File: config.mk
export PLATFORM = sky130hd
export DESIGN_NAME = ram_bist_master
export DESIGN_NICKNAME = d
export VERILOG_FILES = /design/src/rtl/ram_bist_master.sv
export SDC_FILE = /design/constraint.sdc
export NUM_CORES = 1
export LEC_CHECK = 0
export CAP_MARGIN = 25
export CELL_PAD_IN_SITES_DETAIL_PLACEMENT = 1
export CELL_PAD_IN_SITES_GLOBAL_PLACEMENT = 2
export CORE_MARGIN = 2
export CORE_UTILIZATION = 33
export CTS_CLUSTER_SIZE = 20
export DETAILED_ROUTE_END_ITERATION = 8
export GPL_TIMING_DRIVEN = 0
export PLACE_DENSITY = 0.88
export SLEW_MARGIN = 10
export SYNTH_ARGS = -nofsm -noshare
export SYNTH_HDL_FRONTEND = slang
export SYNTH_SLANG_ARGS = --single-unit
File: constraint.sdc
create_clock -name clk -period 3 [get_ports clk]
set_clock_uncertainty 0.2 [all_clocks]
set_input_delay 0.6 -clock clk [delete_from_list [all_inputs] [get_ports clk]]
set_output_delay 0.6 -clock clk [all_outputs]
set_load 0.01 [all_outputs]
File: src/rtl/ram_bist_master.sv
// BIST initiator for the small register-file RAM.
// Runs four passes: write P, read/compare P, write ~P, read/compare ~P. P(a) = seed ^ a.
module ram_bist_master #(
    parameter int unsigned ADDR_W = 1,
    parameter int unsigned DATA_W = 4,
    parameter int unsigned CNT_W  = 8
) (
    input  logic              clk,
    input  logic              rst,
    input  logic              start,
    input  logic [DATA_W-1:0] seed,
    output logic [ADDR_W-1:0] mem_addr,
    output logic [DATA_W-1:0] mem_d,
    output logic              mem_we,
    input  logic [DATA_W-1:0] mem_q,
    output logic              busy,
    output logic              done,
    output logic              pass,
    output logic [ADDR_W-1:0] fail_addr,
    output logic [DATA_W-1:0] fail_exp,
    output logic [DATA_W-1:0] fail_got,
    output logic [CNT_W-1:0]  err_count
);

    localparam logic [2:0] IDLE = 3'd0;
    localparam logic [2:0] WR1  = 3'd1;
    localparam logic [2:0] RD1  = 3'd2;
    localparam logic [2:0] WR2  = 3'd3;
    localparam logic [2:0] RD2  = 3'd4;
    localparam logic [2:0] DONE = 3'd5;

    localparam logic [ADDR_W-1:0] ADDR_LAST = '1;

    logic [2:0]        state_q, state_d;
    logic [ADDR_W-1:0] addr_q, addr_d;
    logic [DATA_W-1:0] seed_q, seed_d;
    logic [DATA_W-1:0] wdata_q, wdata_d;
    logic              we_q, we_d;
    logic              busy_q, busy_d;
    logic              done_q, done_d;
    logic              pass_q, pass_d;
    logic [ADDR_W-1:0] fail_addr_q, fail_addr_d;
    logic [DATA_W-1:0] fail_exp_q, fail_exp_d;
    logic [DATA_W-1:0] fail_got_q, fail_got_d;
    logic [CNT_W-1:0]  err_q, err_d;
    logic [DATA_W-1:0] exp_data;

    function automatic logic [DATA_W-1:0] pattern(input logic [DATA_W-1:0] s,
                                                  input logic [ADDR_W-1:0] a,
                                                  input logic              inv);
        logic [DATA_W-1:0] p;
        p = s ^ DATA_W'(a);
        return inv ? ~p : p;
    endfunction

    always_comb begin
        state_d     = state_q;
        addr_d      = addr_q;
        seed_d      = seed_q;
        wdata_d     = wdata_q;
        we_d        = we_q;
        busy_d      = busy_q;
        done_d      = done_q;
        pass_d      = pass_q;
        fail_addr_d = fail_addr_q;
        fail_exp_d  = fail_exp_q;
        fail_got_d  = fail_got_q;
        err_d       = err_q;
        exp_data    = pattern(seed_q, addr_q, state_q == RD2);

        case (state_q)
            IDLE, DONE: begin
                if (start) begin
                    state_d     = WR1;
                    addr_d      = '0;
                    seed_d      = seed;
                    wdata_d     = pattern(seed, '0, 1'b0);
                    we_d        = 1'b1;
                    busy_d      = 1'b1;
                    done_d      = 1'b0;
                    pass_d      = 1'b0;
                    fail_addr_d = '0;
                    fail_exp_d  = '0;
                    fail_got_d  = '0;
                    err_d       = '0;
                end
            end
            WR1, RD1, WR2, RD2: begin
                addr_d = addr_q + 1'b1;
                if ((state_q == RD1 || state_q == RD2) && mem_q != exp_data) begin
                    // Saturated count never returns to zero, so zero marks the first mismatch.
                    if (err_q == '0) begin
                        fail_addr_d = addr_q;
                        fail_exp_d  = exp_data;
                        fail_got_d  = mem_q;
                    end
                    if (err_q != '1) begin
                        err_d = err_q + 1'b1;
                    end
                end
                if (addr_q == ADDR_LAST) begin
                    case (state_q)
                        WR1:     state_d = RD1;
                        RD1:     state_d = WR2;
                        WR2:     state_d = RD2;
                        default: state_d = DONE;
                    endcase
                end
                if (state_d == DONE) begin
                    busy_d  = 1'b0;
                    done_d  = 1'b1;
                    pass_d  = (err_d == '0);
                    we_d    = 1'b0;
                    wdata_d = '0;
                end else begin
                    we_d    = (state_d == WR1) || (state_d == WR2);
                    wdata_d = we_d ? pattern(seed_q, addr_d, state_d == WR2) : '0;
                end
            end
            default: begin
                state_d = IDLE;
            end
        endcase
    end

    always_ff @(posedge clk or posedge rst) begin
        if (rst) begin
            state_q     <= IDLE;
            addr_q      <= '0;
            seed_q      <= '0;
            wdata_q     <= '0;
            we_q        <= 1'b0;
            busy_q      <= 1'b0;
            done_q      <= 1'b0;
            pass_q      <= 1'b0;
            fail_addr_q <= '0;
            fail_exp_q  <= '0;
            fail_got_q  <= '0;
            err_q       <= '0;
        end else begin
            state_q     <= state_d;
            addr_q      <= addr_d;
            seed_q      <= seed_d;
            wdata_q     <= wdata_d;
            we_q        <= we_d;
            busy_q      <= busy_d;
            done_q      <= done_d;
            pass_q      <= pass_d;
            fail_addr_q <= fail_addr_d;
            fail_exp_q  <= fail_exp_d;
            fail_got_q  <= fail_got_d;
            err_q       <= err_d;
        end
    end

    assign mem_addr  = addr_q;
    assign mem_d     = wdata_q;
    assign mem_we    = we_q;
    assign busy      = busy_q;
    assign done      = done_q;
    assign pass      = pass_q;
    assign fail_addr = fail_addr_q;
    assign fail_exp  = fail_exp_q;
    assign fail_got  = fail_got_q;
    assign err_count = err_q;

endmodule

**Word level (Yosys, flattened, before mapping)**

Cells that the tools add are included.

- $add $sub $neg: 2
- Eq/ne operators: 14
- Multiplexer cells: 37
- Bitwise gates (word level): 4
- Reductions and logical operators: 13

Operator list:

| kind | number |
|---|---|
| 4-bit 2-to-1 mux | 10 |
| 8-bit 2-to-1 mux | 4 |
| 4-bit one-hot mux with 2 select lines | 3 |
| 8-bit logical NOT | 2 |
| 8-bit one-hot mux with 2 select lines | 1 |
| 1-bit one-hot mux with 2 select lines | 6 |
| 3-bit by 2-bit equality test with 1-bit output, second input constant | 3 |
| 3-bit equality test, second input constant | 3 |
| 3-bit 2-to-1 mux | 3 |
| 3-bit one-hot mux with 3 select lines | 1 |
| 8-bit by 1-bit adder with 8-bit output, second input constant | 1 |
| 1-bit 2-to-1 mux | 8 |
| 2-bit != test, second input constant | 4 |
| 8-bit != test, second input constant | 1 |
| 4-bit NOT | 2 |
| 4-bit by 1-bit XOR with 4-bit output | 2 |
| 3-bit by 1-bit equality test with 1-bit output, second input constant | 2 |
| 3-bit one-hot mux with 2 select lines | 1 |
| 4-bit != test | 1 |
| 2-bit AND reduction | 2 |
| 4-bit AND reduction | 1 |
| 4-bit OR reduction | 1 |
| 3-bit logical NOT | 1 |
| 3-bit AND reduction | 1 |
| 5 further kinds | 6 |

- Register bits: 33
- Bits of input ports: 11
- Output and inout bits: 26
- Logic and storage cells: 82

**Depth between registers and ports, before layout**

- Depth in word-level cells: 10
- Gate-level depth with buffers: 8
- Mapped depth without buffers: 7

**Least setup slack after synthesis**

OpenSTA, ideal clock, no wires.

- Kind: input to register
- Start: input mem_q[1]
- End: register err_q[4] (netlist: err_count[4])
- Setup time: 0.121 ns
- Arrival: 2.042 ns
- Data required time: 2.679 ns
- Slack: 0.637 ns
- Cell stages on the path: 6
- Path buffers: 0
- Cells stage by stage: xor2_1 or4_4 o221ai_4 a21oi_2 and4_1 o22a_1

- Word-level cells in the longest chain between the ends: 5

RTL lines:

| item | line | RTL |
|---|---|---|
| start, declared | 15 | `input logic [DATA_W-1:0] mem_q,` |
| 4-bit != test | 90 | `if ((state_q == RD1 \|\| state_q == RD2) && mem_q != exp_data) begin` |
| 1-bit logical AND | 90 |  |
| 8-bit 2-to-1 mux | 90 |  |
| 8-bit 2-to-1 mux | 71 | `case (state_q)` |
| 8-bit one-hot mux with 2 select lines | 71 |  |
| end signal, assigned | 152 | `err_q <= err_d;` |
| end, declared | 45 | `logic [CNT_W-1:0] err_q, err_d;` |

No other way between the ends. The select of a mux whose other input is x is not followed.
A chain may end at the register's enable or synchronous reset.

**Worst setup path in the final report**

- Start: input mem_q[1]
- End: register fail_exp_q[2] (netlist: fail_exp[2])

- Word-level cells in the longest chain between the ends: 4

RTL lines:

| item | line | RTL |
|---|---|---|
| 4-bit != test | 90 |  |
| 1-bit logical AND | 90 |  |
| 2-bit != test (no source line) | n/a |  |
| 4-bit AND reduction (no source line) | n/a |  |
| end signal, assigned | 150 | `fail_exp_q <= fail_exp_d;` |
| end, declared | 43 | `logic [DATA_W-1:0] fail_exp_q, fail_exp_d;` |

No other way between the ends.

==> tab_implementation.tex <==
\begin{tabular}{lr}
\hline
Metric & Value \\
\hline
\multicolumn{2}{l}{\textbf{Outcome}} \\
Outcome & finished, final reports clean \\
\multicolumn{2}{l}{\textbf{Final layout}} \\
Area growth from synthesis to layout & 27.4\% \\
Most common library cell in the layout ignoring fill and taps & sky130\_fd\_sc\_hd\_\_clkdlybuf4s50\_1 \\
Nets & around 270 \\
Post-route cell area & about 0.0027 mm² \\
Proportion of layout cells with a drive suffix above 1 & 0.154 \\
Most used cells in the layout excluding fill and tap cells & sky130\_fd\_sc\_hd\_\_clkdlybuf4s50\_1 (36), sky130\_fd\_sc\_hd\_\_dfrtp\_1 (33), sky130\_fd\_sc\_hd\_\_nand2\_1 (16), sky130\_fd\_sc\_hd\_\_nor2\_1 (15), sky130\_fd\_sc\_hd\_\_o21ai\_0 (15) \\
Antenna Cells & 0 \\
\multicolumn{2}{l}{\textbf{Clock tree}} \\
Post-CTS Setup Inserts & 0 \\
Clk Latency, worst-skew pair & around 0.29 ns \\
CTS hold repair buffers & 0 \\
TritonCTS clock tree & yes \\
Root cell of the clock tree & sky130\_fd\_sc\_hd\_\_clkbuf\_8 \\
Max Buffers Root-to-Sink & 2 \\
Clock-pin transition on the worst setup and hold timing paths & 0.07 ns \\
Number of buffers created by CTS & 5 \\
Num Clock Sinks & 33 \\
H-tree levels & 2 \\
Cts repair resizes & 0 \\
\multicolumn{2}{l}{\textbf{Global routing}} \\
Via count of the first global-routing pass & 1799 \\
Global route total overflow & 0 \\
Number of antenna violations at the first check in global routing & 0 \\
Wire length of the first global-routing pass & roughly 9.4 mm \\
Total routing resource utilization after global routing & 0.168 \\
Largest net degree at the start of global routing & 34 \\
\multicolumn{2}{l}{\textbf{Place}} \\
Placer's final routability congestion estimate & slightly above 0.8 \\
Post-DP HPWL & approximately 4 mm \\
IO buf count & 36 \\
Cell area after placement & 0.00254 mm² \\
\multicolumn{2}{l}{\textbf{Pwr}} \\
Static leakage & 1.07 nW \\
Ratio of total power to cell area & between 1000 and 1500 mW/mm² \\
Worst VDD drop & 0.574 mV \\
\multicolumn{2}{l}{\textbf{Detailed routing}} \\
Average detailed-routed wire length per instance & roughly 17 µm \\
Highest routing layer actually used & met4 \\
DRC errors left & 0 \\
First-iteration detailed-routing DRC count & 99 \\
Met2 layer wire length in the routed design & between 2 and 2.5 mm \\
Count of TritonRoute iterations in the first routing pass & 4 \\
Total via count after detailed routing & between 1500 and 2000 \\
Routed metal-1 wire length & approximately 2.8 mm \\
Count of antenna-violating nets left after detailed routing & 0 \\
Detailed route wirelength on metal3 & roughly 140 µm \\
Via density per instance & approximately 5.3 \\
Total length of routed wires & 5.48 mm \\
\multicolumn{2}{l}{\textbf{Setup path}} \\
Kind of critical path & in2reg \\
Data arrival time of the critical path & between 2 and 3 ns \\
Crit-path leading delay family & compound AO/OA/AOI/OAI gates \\
Start point of the critical path & mem\_q[1] \\
Critical register-to-register path startpoint & state\_q[1] \\
Ordered list of cells on the worst path & clkdlybuf4s50\_1 > xor2\_1 > or4\_4 > o221ai\_4 > nor3\_4 > o21ai\_4 > a22o\_1 \\
CP Capture Type & register \\
Slowest stage delay, CP & 0.57 ns \\
Critical path required time & 3.03 ns \\
Worst setup SP type & input port \\
Cell with the largest stage delay on the worst path & sky130\_fd\_sc\_hd\_\_or4\_4 \\
Largest fanout on the critical path & 10 \\
Buf/Inv on CP & 1 \\
\multicolumn{2}{l}{\textbf{STA}} \\
Final-report hold violation count & 0 \\
Number of max-slew violations in the final report & 0 \\
WHS & approximately 0.29 ns \\
Post-layout min period & around 2.7 ns \\
FMAX & 367 MHz \\
Transition time at the pin with the least slew margin & $\sim$0.72 ns \\
Tightest slew margin relative to the limit & 0.518 \\
Setup repair after global routing missed its margin & false \\
Count of final setup violators & 0 \\
Post-route clock period utilization & 0.908 \\
\multicolumn{2}{l}{\textbf{Synth}} \\
Sequential-to-total area share from yosys stat & 0.397 \\
Top FF cell, synth & sky130\_fd\_sc\_hd\_\_dfrtp\_1 \\
Flip-flop and latch count after synthesis & 33 \\
Mapped Avg Cell Area & roughly 10 µm² \\
Synthesized netlist net count & between 200 and 250 \\
Summed instance area of the synthesized netlist & about 0.0021 mm² \\
Count of distinct cell types in the synthesized netlist & between 50 and 60 \\
Gate count after technology mapping & approximately 210 \\
Async set-or-reset flop fraction in the synthesized netlist & 1.00 \\
Number of enable-type register cells in the synthesized netlist & 0 \\
Yosys warns & 0 \\
\multicolumn{2}{l}{\textbf{Min path}} \\
HP Class & reg2reg \\
Worst hold path startpoint & mem\_d[1] \\
\multicolumn{2}{l}{\textbf{Floorplanning}} \\
Top Ports & 37 \\
Core Box Area & 0.00603 mm² \\
Die Y & $\sim$83 µm \\
Initial cell density of the core & 0.346 \\
Row cnt & 28 \\
Die boundary width & around 83 µm \\
Die area & 0.00696 mm² \\
\multicolumn{2}{l}{\textbf{Job}} \\
Max\_cap viols & 0 \\
\hline
\end{tabular}
==> where the power goes <==
part	switching (W)	total [W]	internal (W)
combinational	0.000940	0.00182	0.000876
sequential	0.000161	0.000792	0.000631
clock	0.000179	0.000450	0.000271
total	0.00128	0.00306	0.00178
==> state kept, by name, summed over array words and instances (netlist names) <==
name and count:
fail_got 4, fail_exp 4, state_q 3, mem_d 4, done 1, mem_addr 1, err_count 8, mem_we 1
busy 1, fail_addr 1, seed_q 4, pass 1
==> final cells by class <==
type / instances / area [µm²]
Fill cell: 704 / 3370
Multi-Input combinational cell: 157 / 1140
Sequential cell: 33 / 826
Timing Repair Buffer: 36 / 360
Tap cell: 75 / 93.8
Buffer: 12 / 90.1
Clock buffer: 7 / 86.3
Clock inverter: 1 / 30.0
Inverter: 7 / 26.3
==> cells in the mapped netlist, types with 3 or more instances <==
| cell | instances | area (µm²) |
|---|---|---|
| sky130_fd_sc_hd__dfrtp_1 | 33 | 826 |
| sky130_fd_sc_hd__nand2_1 | 16 | 60.1 |
| sky130_fd_sc_hd__nor2_1 | 15 | 56.3 |
| sky130_fd_sc_hd__o21ai_0 | 15 | 75.1 |
| sky130_fd_sc_hd__a21oi_1 | 14 | 70.1 |
| sky130_fd_sc_hd__xor2_1 | 9 | 78.8 |
| sky130_fd_sc_hd__inv_1 | 7 | 26.3 |
| sky130_fd_sc_hd__clkbuf_1 | 6 | 22.5 |
| sky130_fd_sc_hd__nor2b_1 | 6 | 37.5 |
| sky130_fd_sc_hd__xnor2_1 | 6 | 52.6 |
| sky130_fd_sc_hd__a22o_1 | 5 | 43.8 |
| sky130_fd_sc_hd__a22o_2 | 5 | 50.1 |
| sky130_fd_sc_hd__mux2_2 | 5 | 56.3 |
| sky130_fd_sc_hd__a2bb2oi_1 | 4 | 35.0 |
| sky130_fd_sc_hd__nand3_1 | 4 | 20.0 |
| sky130_fd_sc_hd__o21a_1 | 4 | 30.0 |
| sky130_fd_sc_hd__o221ai_1 | 4 | 35.0 |
| sky130_fd_sc_hd__a31oi_1 | 3 | 18.8 |
| sky130_fd_sc_hd__clkbuf_8 | 3 | 41.3 |
| sky130_fd_sc_hd__mux2i_1 | 3 | 30.0 |
| sky130_fd_sc_hd__o31ai_1 | 3 | 22.5 |
==> worst paths after layout <==
check	depth (start not counted)	slack, ns	endpoint
worst max-delay path	7	0.27	fail_exp[2]
worst min-delay path	1	0.29	mem_d[1]
worst max register to register	7	0.47	fail_exp[3]
worst min register to register	1	0.29	mem_d[1]
max in group asynchronous	2	1.59	fail_addr
min in group asynchronous	2	0.54	err_count[2]
==> worst register-to-register path: cells and delay by family (launching register included) <==
kind / cells / cell delay (ns)
AND/OR/NAND/NOR: 3 / 1.10
AO/OA/AOI/OAI: 3 / 0.60
flip-flops: 1 / 0.38
buffers and inverters: 1 / 0.14
==> routing by layer <==
| metal | global-route usage | vias to the layer above |
|---|---|---|
| met5 | 0 | - |
| met4 | 0.0572 | 0 |
| met3 | 0.0229 | 7 |
| met2 | 0.260 | 33 |
| met1 | 0.243 | 859 |
| li1 | - | 849 |
==> stage by stage <==
step | instances | setup TNS [ns] | total power (W) | utilization | setup WS [ns]
finish | 328 | 0 | 0.00306 | 0.440 | 0.275
global route | 328 | 0 | 0.00331 | 0.440 | 0.168
CTS | 328 | 0 | 0.00309 | 0.440 | 0.255
detailed placement | 320 | -0.161 | 0.00262 | 0.421 | -0.0357
global placement | 320 | -0.0124 | 0.00260 | 0.421 | -0.00890
floorplan | 209 | 0 | 0.00204 | - | 0.637
==> logic make-up after synthesis <==
group,synth area share
AO/OA/AOI/OAI,0.271
AND/OR/NAND/NOR,0.148
flip-flops,0.397
buffers and inverters,0.0559
XOR/XNOR,0.0751
multiplexers,0.0415
adder cells (fa/ha/maj),0.0120
Power figures use the tool's default switching activity.
